**src/rtl/sys_bridge_pkg.sv**
```systemverilog
// sys_bridge_pkg: shared state encoding and bus constants for the N-device system bridge
package sys_bridge_pkg;
  localparam int DW = 32;
  localparam int WIN_LSB = 4;
  localparam int TAG_W = 32 - WIN_LSB;
  typedef enum logic [1:0] {IDLE = 2'd0, ACCESS = 2'd1, DONE = 2'd2} state_t;
endpackage

```
**src/rtl/sys_bridge_n_dec.sv**
```systemverilog
// bridge_addr_dec: maps an address tag onto one of N_DEV consecutive 16-byte device windows
module bridge_addr_dec
  import sys_bridge_pkg::*;
#(
  parameter int               N_DEV    = 3,
  parameter logic [TAG_W-1:0] BASE_TAG = 28'h00007F0
) (
  input  logic [TAG_W-1:0] i_tag,
  output logic             o_hit,
  output logic [3:0]       o_slot,
  output logic [N_DEV-1:0] o_sel
);
  logic [TAG_W-1:0] w_diff;
  // unsigned wrap makes tags below BASE_TAG huge, so one compare covers both ends
  assign w_diff = i_tag - BASE_TAG;
  assign o_hit  = w_diff < TAG_W'(N_DEV);
  assign o_slot = w_diff[3:0];
  assign o_sel  = o_hit ? N_DEV'(1) << o_slot : '0;
endmodule

```
**src/rtl/sys_bridge_n.sv**
```systemverilog
// sys_bridge_n: CPU-to-peripheral bridge with request/ack handshake, bus error and IRQ routing.
// Define BRIDGE_TIMEOUT_EN to abort unacknowledged accesses after TIMEOUT cycles.
module sys_bridge_n
  import sys_bridge_pkg::*;
#(
  parameter int               N_DEV    = 3,
  parameter logic [TAG_W-1:0] BASE_TAG = 28'h00007F0,
  parameter int               TIMEOUT  = 16
) (
  input  logic                clk,
  input  logic                reset,
  input  logic                PrReq,
  input  logic [31:0]         PrAddr,
  input  logic                PrWe,
  input  logic [31:0]         PrDout,
  output logic [31:0]         PrDin,
  output logic                PrReady,
  output logic                PrErr,
  output logic [5:0]          HWInt,
  output logic [31:0]         DEV_Addr,
  output logic [31:0]         DEV_WD,
  output logic [N_DEV-1:0]    DEV_Sel,
  output logic                DEV_We,
  input  logic [DW*N_DEV-1:0] DEV_RD,
  input  logic [N_DEV-1:0]    DEV_Ack,
  input  logic [N_DEV-1:0]    DEV_IRQ
);
  state_t           r_state;
  logic             r_we;
  logic [3:0]       r_slot;
  logic             w_hit;
  logic [3:0]       w_slot;
  logic [N_DEV-1:0] w_sel;
  logic             w_ack;
  logic             w_to;
  logic [DW-1:0]    w_rd;
  logic [5:0]       w_irq;
  if (N_DEV < 1 || N_DEV > 16 || TIMEOUT < 1) begin : g_bad_param
    $error("sys_bridge_n: N_DEV must be 1..16 and TIMEOUT >= 1");
  end
  bridge_addr_dec #(.N_DEV(N_DEV), .BASE_TAG(BASE_TAG)) u_dec (
    .i_tag  (PrAddr[31:WIN_LSB]),
    .o_hit  (w_hit),
    .o_slot (w_slot),
    .o_sel  (w_sel)
  );
  // DEV_Sel is one-hot, so acks from other slots are masked out here
  assign w_ack = |(DEV_Ack & DEV_Sel);
  always_comb begin
    w_rd  = '0;
    w_irq = '0;
    for (int i = 0; i < N_DEV; i++) begin
      w_rd = w_rd | ((r_slot == 4'(i)) ? DEV_RD[DW*i +: DW] : '0);
      w_irq[i > 5 ? 5 : i] = w_irq[i > 5 ? 5 : i] | DEV_IRQ[i];
    end
  end
`ifdef BRIDGE_TIMEOUT_EN
  logic [15:0] r_cnt;
  assign w_to = r_cnt == 16'(TIMEOUT - 1);
  always_ff @(posedge clk or posedge reset) begin
    if (reset) r_cnt <= '0;
    else if (r_state == IDLE) r_cnt <= '0;
    else if (r_state == ACCESS && !w_ack) r_cnt <= r_cnt + 16'd1;
  end
`else
  assign w_to = 1'b0;
`endif
  always_ff @(posedge clk or posedge reset) begin
    if (reset) begin
      r_state  <= IDLE;
      r_we     <= 1'b0;
      r_slot   <= '0;
      PrDin    <= '0;
      PrReady  <= 1'b0;
      PrErr    <= 1'b0;
      HWInt    <= '0;
      DEV_Addr <= '0;
      DEV_WD   <= '0;
      DEV_Sel  <= '0;
      DEV_We   <= 1'b0;
    end else begin
      HWInt <= w_irq;
      case (r_state)
        IDLE: if (PrReq) begin
          if (w_hit) begin
            r_state  <= ACCESS;
            r_we     <= PrWe;
            r_slot   <= w_slot;
            DEV_Addr <= PrAddr;
            DEV_WD   <= PrDout;
            DEV_Sel  <= w_sel;
            DEV_We   <= PrWe;
          end else begin
            r_state <= DONE;
            PrDin   <= '0;
            PrErr   <= 1'b1;
            PrReady <= 1'b1;
          end
        end
        ACCESS: begin
          DEV_We <= 1'b0;
          if (w_ack || w_to) begin
            r_state <= DONE;
            PrDin   <= (w_ack && !r_we) ? w_rd : '0;
            PrErr   <= !w_ack;
            PrReady <= 1'b1;
            DEV_Sel <= '0;
          end
        end
        default: begin
          r_state <= IDLE;
          PrReady <= 1'b0;
        end
      endcase
    end
  end
endmodule

```
**config.mk**
```make
export PLATFORM = sky130hd
export DESIGN_NAME = sys_bridge_n
export DESIGN_NICKNAME = d
export VERILOG_FILES = /design/src/rtl/sys_bridge_pkg.sv /design/src/rtl/sys_bridge_n_dec.sv /design/src/rtl/sys_bridge_n.sv
export SDC_FILE = /design/constraint.sdc
export NUM_CORES = 1
export LEC_CHECK = 0
export ABC_AREA = 1
export BUFFER_PORTS_ARGS = -buffer_cell sky130_fd_sc_hd__buf_4
export CAP_MARGIN = 20
export CORE_ASPECT_RATIO = 0.6
export CORE_MARGIN = 2
export CORE_UTILIZATION = 39
export DETAILED_ROUTE_END_ITERATION = 6
export GPL_TIMING_DRIVEN = 0
export PLACE_DENSITY_LB_ADDON = 0.25
export SLEW_MARGIN = 20
export SYNTH_ARGS = -nofsm -noshare
export SYNTH_HDL_FRONTEND = slang
export SYNTH_SLANG_ARGS = --single-unit
```
**constraint.sdc**
```tcl
create_clock -name clk -period 3.45 [get_ports clk]
set_input_delay 0.5175 -clock clk [delete_from_list [all_inputs] [get_ports clk]]
set_output_delay 0.5175 -clock clk [all_outputs]
set_load 0.005 [all_outputs]
```
==> results.yml, run 1 <==
layout:
  final_common_cell: "nand2_1"
  fill_cells: 1165
  drive_gt1_frac: 0.323
  syn2layout_area_growth_pct: 51.5
  final_cell_mix: "nand2_1, buf_4, dfrtp_1"
  final_util: 0.603
  final_area_um2: 7700
  nNetsFinal: 1127
  diodes: 0
global_route:
  antenna_found_initial: 0
  grt_pass1_vias: 4844
  grt_max_degree: 59
  grt_pass1_wl_um: 24200
  groute.usage.overall: 0.220
  grt_overflow: 0
synth:
  yosys_warnings: 0
  synthArstFlopShare: 1.00
  synth.distinct_cells: 19
  syn_area_per_cell_um2: 7.60
  synth_top_cell_by_area: "dfrtp_1"
  yosys-top-cells-area: "dfrtp_1, nand2_1, nand4_1, nand3_1, inv_1"
  synthFlopType: "dfrtp_1"
  syn_area_um2: 5080
  netlist_instances: 669
  synth_top_area_frac: 0.531
  yosysSeqAreaShare: 0.531
  ys_ff_latch: 108
  synth_edf_count: 0
floorplanning:
  die_w_um: 151
  io_pins: 278
  row_count: 32
  dieHeight_um: 92.4
  start_util: 0.398
  die_area_um2: 14000
  core-area_um2: 12800
worst_setup_path:
  start_kind: "flop"
  crit_type: "flop to flop"
  arrival_ns: 2.40
  cp_max_fo: 10
  required_ns: 3.74
  critPathCaptureType: "flop"
pwr:
  p_clk_frac: 0.418
  power_mw: 2.58
  p_leak_nw: 4.53
  p_per_area_nw_per_um2: 335
  swShare: 0.229
  power_frac_comb: 0.091
  intPower_mw: 1.99
  vdd_drop_max_v: 0.000206
  netSwitchingPower_uw: 591
  seqPwrFrac: 0.491
sta:
  max_slew_margin: 0.539
  finalSetupTns_ns: 0
  setup_viol: 0
  fin_skew_ns: 0.00715
  hold_viol: 0
  finalMaxSlewViolations: 0
  max_freq_ghz: 0.473
  finalCritPeriodShare: 0.612
  holdWs_ns: 0.213
  rsz0062_at_grt: "false"
  worst_pin_slew_ns: 0.686
  fin_crit_ns: 2.11
drt:
  wl_um: 15300
  first_pass_iters: 4
  first_iter_violations: 252
  wire_per_inst_um: 13.5
  drc: 0
  avgViaCountPerCell: 4.66
  vias: 5278
  drtAntennaViolNets: 0
status:
  status: "finished, final reports clean"
clock_network:
  clk_latency_ns: 0.35
  cts-root-buf: "clkbuf_16"
  clk_pin_slew_worst_paths_ns: 0.08
  clock-sinks: 108
  clk_path_buf_depth: 2
  cts_max_level: 3
  hold_buffers: 0
  cts-resized-gates: 0
  cts_tree: "done"
  cts-buffers-inserted: 9
  post_cts_buffers: 0
place:
  dp_hpwl_um: 12100
  io_buffers: 274
  gp_congestion: 0.797
  post_dp_cell_area_um2: 7390
flow_run:
  maxCapViolations: 0
worst_hold_path:
  hold_path.class: "input pin to asynchronous set/reset pin"
## layout make-up
cell class	count	area, µm²	share of cell area
Sequential cell	108	2700	0.351
Timing Repair Buffer	275	2080	0.271
Multi-Input combinational cell	483	2020	0.262
Clock buffer	10	229	0.0297
Buffer	37	213	0.0276
Tap cell	170	213	0.0276
Inverter	43	166	0.0216
Clock inverter	6	77.6	0.0101
## metal layers
layer | vias up | track usage | part of all wire
li1 | 2668 | - | -
met1 | 2411 | 0.328 | 0.47
met2 | 191 | 0.323 | 0.44
met3 | 8 | 0.0616 | 0.082
met4 | 0 | 0.0397 | 0.0062
met5 | - | 0 | 0
## stage by stage
| step | cells | setup slack, ns |
|---|---|---|
| floorplan | 671 | 0.0869 |
| CTS | 1132 | 1.33 |
| detailed placement | 1116 | 1.27 |
| global placement | 1115 | -1.17 |
| finish | 1132 | 1.34 |
| global route | 1132 | 1.21 |
## power by group through the flow
| stage | clock network, mW | registers (mW) | logic [mW] |
|---|---|---|---|
| after floorplan | 0 | 1.29 | 0.0602 |
| after global placement | 0 | 1.29 | 0.230 |
| after detailed placement | 0 | 1.29 | 0.237 |
| after CTS | 1.10 | 1.27 | 0.238 |
| after global routing | 1.15 | 1.27 | 0.260 |
| final | 1.08 | 1.27 | 0.236 |
## path summary, 6_finish.rpt
path | start | endpoint | slack (ns) | cells past startpoint
hold / removal | reset | HWInt[0]$_DFF_PP0_ | 0.21 | 2
setup / recovery | DEV_Addr[7]$_DFFE_PP0P_ | PrDin[12]$_DFFE_PP0P_ | 1.34 | 8
min in group clk | DEV_IRQ[0] | HWInt[0]$_DFF_PP0_ | 0.26 | 1
max in group asynchronous | reset | PrDin[13]$_DFFE_PP0P_ | 2.60 | 3
hold reg to reg | DEV_Addr[18]$_DFFE_PP0P_ | DEV_Addr[18]$_DFFE_PP0P_ | 0.47 | 2
setup reg to reg | DEV_Addr[7]$_DFFE_PP0P_ | PrDin[12]$_DFFE_PP0P_ | 1.34 | 8
## critical path: stages, from the launching register on
cell,delay (ns)
dfrtp_1,0.40
nor2_1,0.22
inv_1,0.08
nor3_1,0.54
clkbuf_1,0.46
nand2_1,0.09
nand3_1,0.11
nand2_1,0.06
nand2_1,0.08
## logic make-up after synthesis
family / share of synthesized area
AOI/OAI and AO/OA: 0.000983
and+or+nand+nor: 0.393
DFF: 0.531
buffers and inverters: 0.0736
other: 0.000737
## flip-flops by register name (all words and copies together) (netlist names)
name,count
PrErr,1
DEV_Addr,29
PrDin,32
r_slot,3
DEV_We,1
r_we,1
HWInt,3
r_state,2
DEV_Sel,3
DEV_WD,32
PrReady,1
## synthesized netlist by cell type, types with 2 or more instances
cell type / count
nor2_2: 2
nor3_1: 7
buf_6: 6
nor4_1: 2
dfrtp_1: 108
nand3_1: 44
buf_4: 7
nand3b_1: 2
buf_2: 2
inv_1: 42
nor3_2: 2
nor2_1: 32
clkbuf_1: 22
nand4_1: 42
nand2_1: 345
(Power assumes the default switching activity.)
==> run 2: changes to the inputs <==
clock period = 2.1 ns   (was 3.45 ns; I/O delays follow)
==> results.yml, run 2 (synthesis results as in run 1) <==
layout:
  top_regs: "DEV_WD (32), PrDin (32), DEV_Addr (29)"
  final_cell_mix: "nand2_1, buf_4, dfrtp_1"
  fill_cells: 1192
  syn2layout_area_growth_pct: 52.4
  multi_input_area_um2: 2030
  drive_gt1_frac: 0.330
  final_common_cell: "nand2_1"
  diodes: 0
  finalNonFillerCells: 1134
  final_area_um2: 7750
  nNetsFinal: 1129
  register_area_um2: 2700
  final_util: 0.607
pwr:
  seqPwrFrac: 0.498
  p_clk_frac: 0.407
  p_per_area_nw_per_um2: 539
  vdd_drop_max_v: 0.000409
  power_frac_comb: 0.095
  power_mw: 4.17
  swShare: 0.228
  intPower_mw: 3.22
  p_leak_nw: 4.55
  netSwitchingPower_uw: 951
sta:
  rsz0062_at_grt: "true"
  finalCritPeriodShare: 0.909
  finalMaxSlewViolations: 0
  max_slew_margin: 0.649
  worst_pin_slew_ns: 0.526
  max_freq_ghz: 0.524
  fin_skew_ns: 0.00992
  fin_crit_ns: 1.91
  setup_viol: 0
  hold_viol: 0
floorplanning:
  die_w_um: 151
  core-area_um2: 12800
  io_pins: 278
  die_area_um2: 14000
  start_util: 0.398
  row_count: 32
  dieHeight_um: 92.4
clock_network:
  clk_latency_ns: 0.34
  clk_pin_slew_worst_paths_ns: 0.08
  clk_path_buf_depth: 2
  clock-sinks: 108
  cts-root-buf: "clkbuf_16"
  cts-buffers-inserted: 9
  hold_buffers: 0
  post_cts_buffers: 0
  cts_tree: "done"
  cts_max_level: 3
worst_setup_path:
  required_ns: 2.38
  rrSetupSlack_ns: 0.19
  reg2reg_from: "DEV_Addr[7]$_DFFE_PP0P_"
  cp_max_fo: 10
  crit_chain: "nor2_1, inv_1, nor3_2, clkbuf_1, nand2_1, nand3_1, nand2_1, nand2_1"
  crit_type: "flop to flop"
  cpMostUsedCell: "nand2_1"
  start_kind: "flop"
  arrival_ns: 2.19
  cpMaxStageDelayCell: "dfrtp_1"
  startpoint: "DEV_Addr[7]$_DFFE_PP0P_"
  critPathCaptureType: "flop"
  max_stage_delay_ns: 0.41
place:
  dp_cells: 1118
  dp_hpwl_um: 12100
  gp_congestion: 0.846
  post_dp_cell_area_um2: 7430
  io_buffers: 274
drt:
  first_pass_iters: 4
  drtAntennaViolNets: 0
  drc: 0
  vias: 5313
  wire_per_inst_um: 13.5
  avgViaCountPerCell: 4.69
  first_iter_violations: 283
  wl_um: 15300
global_route:
  grt_max_degree: 34
  grt_pass1_wl_um: 24400
  groute.usage.overall: 0.220
  grt_pass1_vias: 4941
  antenna_found_initial: 0
  grt_overflow: 0
flow_run:
  maxCapViolations: 0
status:
  status: "finished, final reports clean"
worst_hold_path:
  hold_path.class: "input pin to asynchronous set/reset pin"
-- run 2: cell types whose count changed in the layout (fill, tap and decap cells not counted) --
cell	delta
nor3_1	-3
nor3_2	+3
buf_12	+2
clkbuf_1	-2
clkbuf_8	+2
bufinv_16	-1
clkbuf_2	+1
clkinv_4	+1
inv_6	-1
-- run 2: final timing paths --
check,to,cells past startpoint
setup / recovery,PrDin[2]$_DFFE_PP0P_,8
hold / removal,HWInt[0]$_DFF_PP0_,2
setup reg to reg,PrDin[2]$_DFFE_PP0P_,8
hold reg to reg,DEV_Addr[18]$_DFFE_PP0P_,2
max in group asynchronous,PrDin[11]$_DFFE_PP0P_,4
min in group clk,HWInt[1]$_DFF_PP0_,1
-- run 2: timing repair --
item                       CTS  global route
cloned                       0             0
pin swaps                    0             0
setup endpoints to repair   16            28
resized for setup            2             3
-- run 2: critical path, delay by kind of cell (launching register included) --
family	cells	cell delay [ns]
and+or+nand+nor	6	0.92
buffers and inverters	2	0.52
DFF	1	0.41
-- run 2: routing by layer --
metal  wire length [µm]  global-route usage  vias up
met2               6710               0.324      192
met4                176              0.0452        0
li1                   -                   -     2674
met1               7410               0.334     2432
met3               1010              0.0433       15
met5                  0                   0        -
-- run 2: cell type report --
class                      count  area share
clock buffer                  11      0.0326
timing repair buffer         277       0.274
clock inverter                 5     0.00630
multi-input combinational    483       0.262
tap                          170      0.0274
inverter                      43      0.0213
buffer                        37      0.0276
sequential                   108       0.349
-- run 2: power groups by stage --
stage          clock (mW)  combinational (mW)  sequential (mW)
2_1_floorplan           0              0.0993             2.12
3_3_place_gp            0               0.379             2.12
3_5_place_dp            0               0.398             2.12
4_1_cts              1.74               0.399             2.08
5_1_grt              1.85               0.436             2.08
6_report             1.70               0.395             2.08
-- run 2: per-stage QoR --
step                setup TNS [ns]  setup slack [ns]  hold slack, ns
global route               -0.0374           -0.0117          0.0346
global placement            -23.39            -0.224           0.424
CTS                              0             0.117          0.0159
detailed placement          -0.120           -0.0306           0.395
finish                           0             0.190          0.0160
floorplan                        0             0.483           0.346
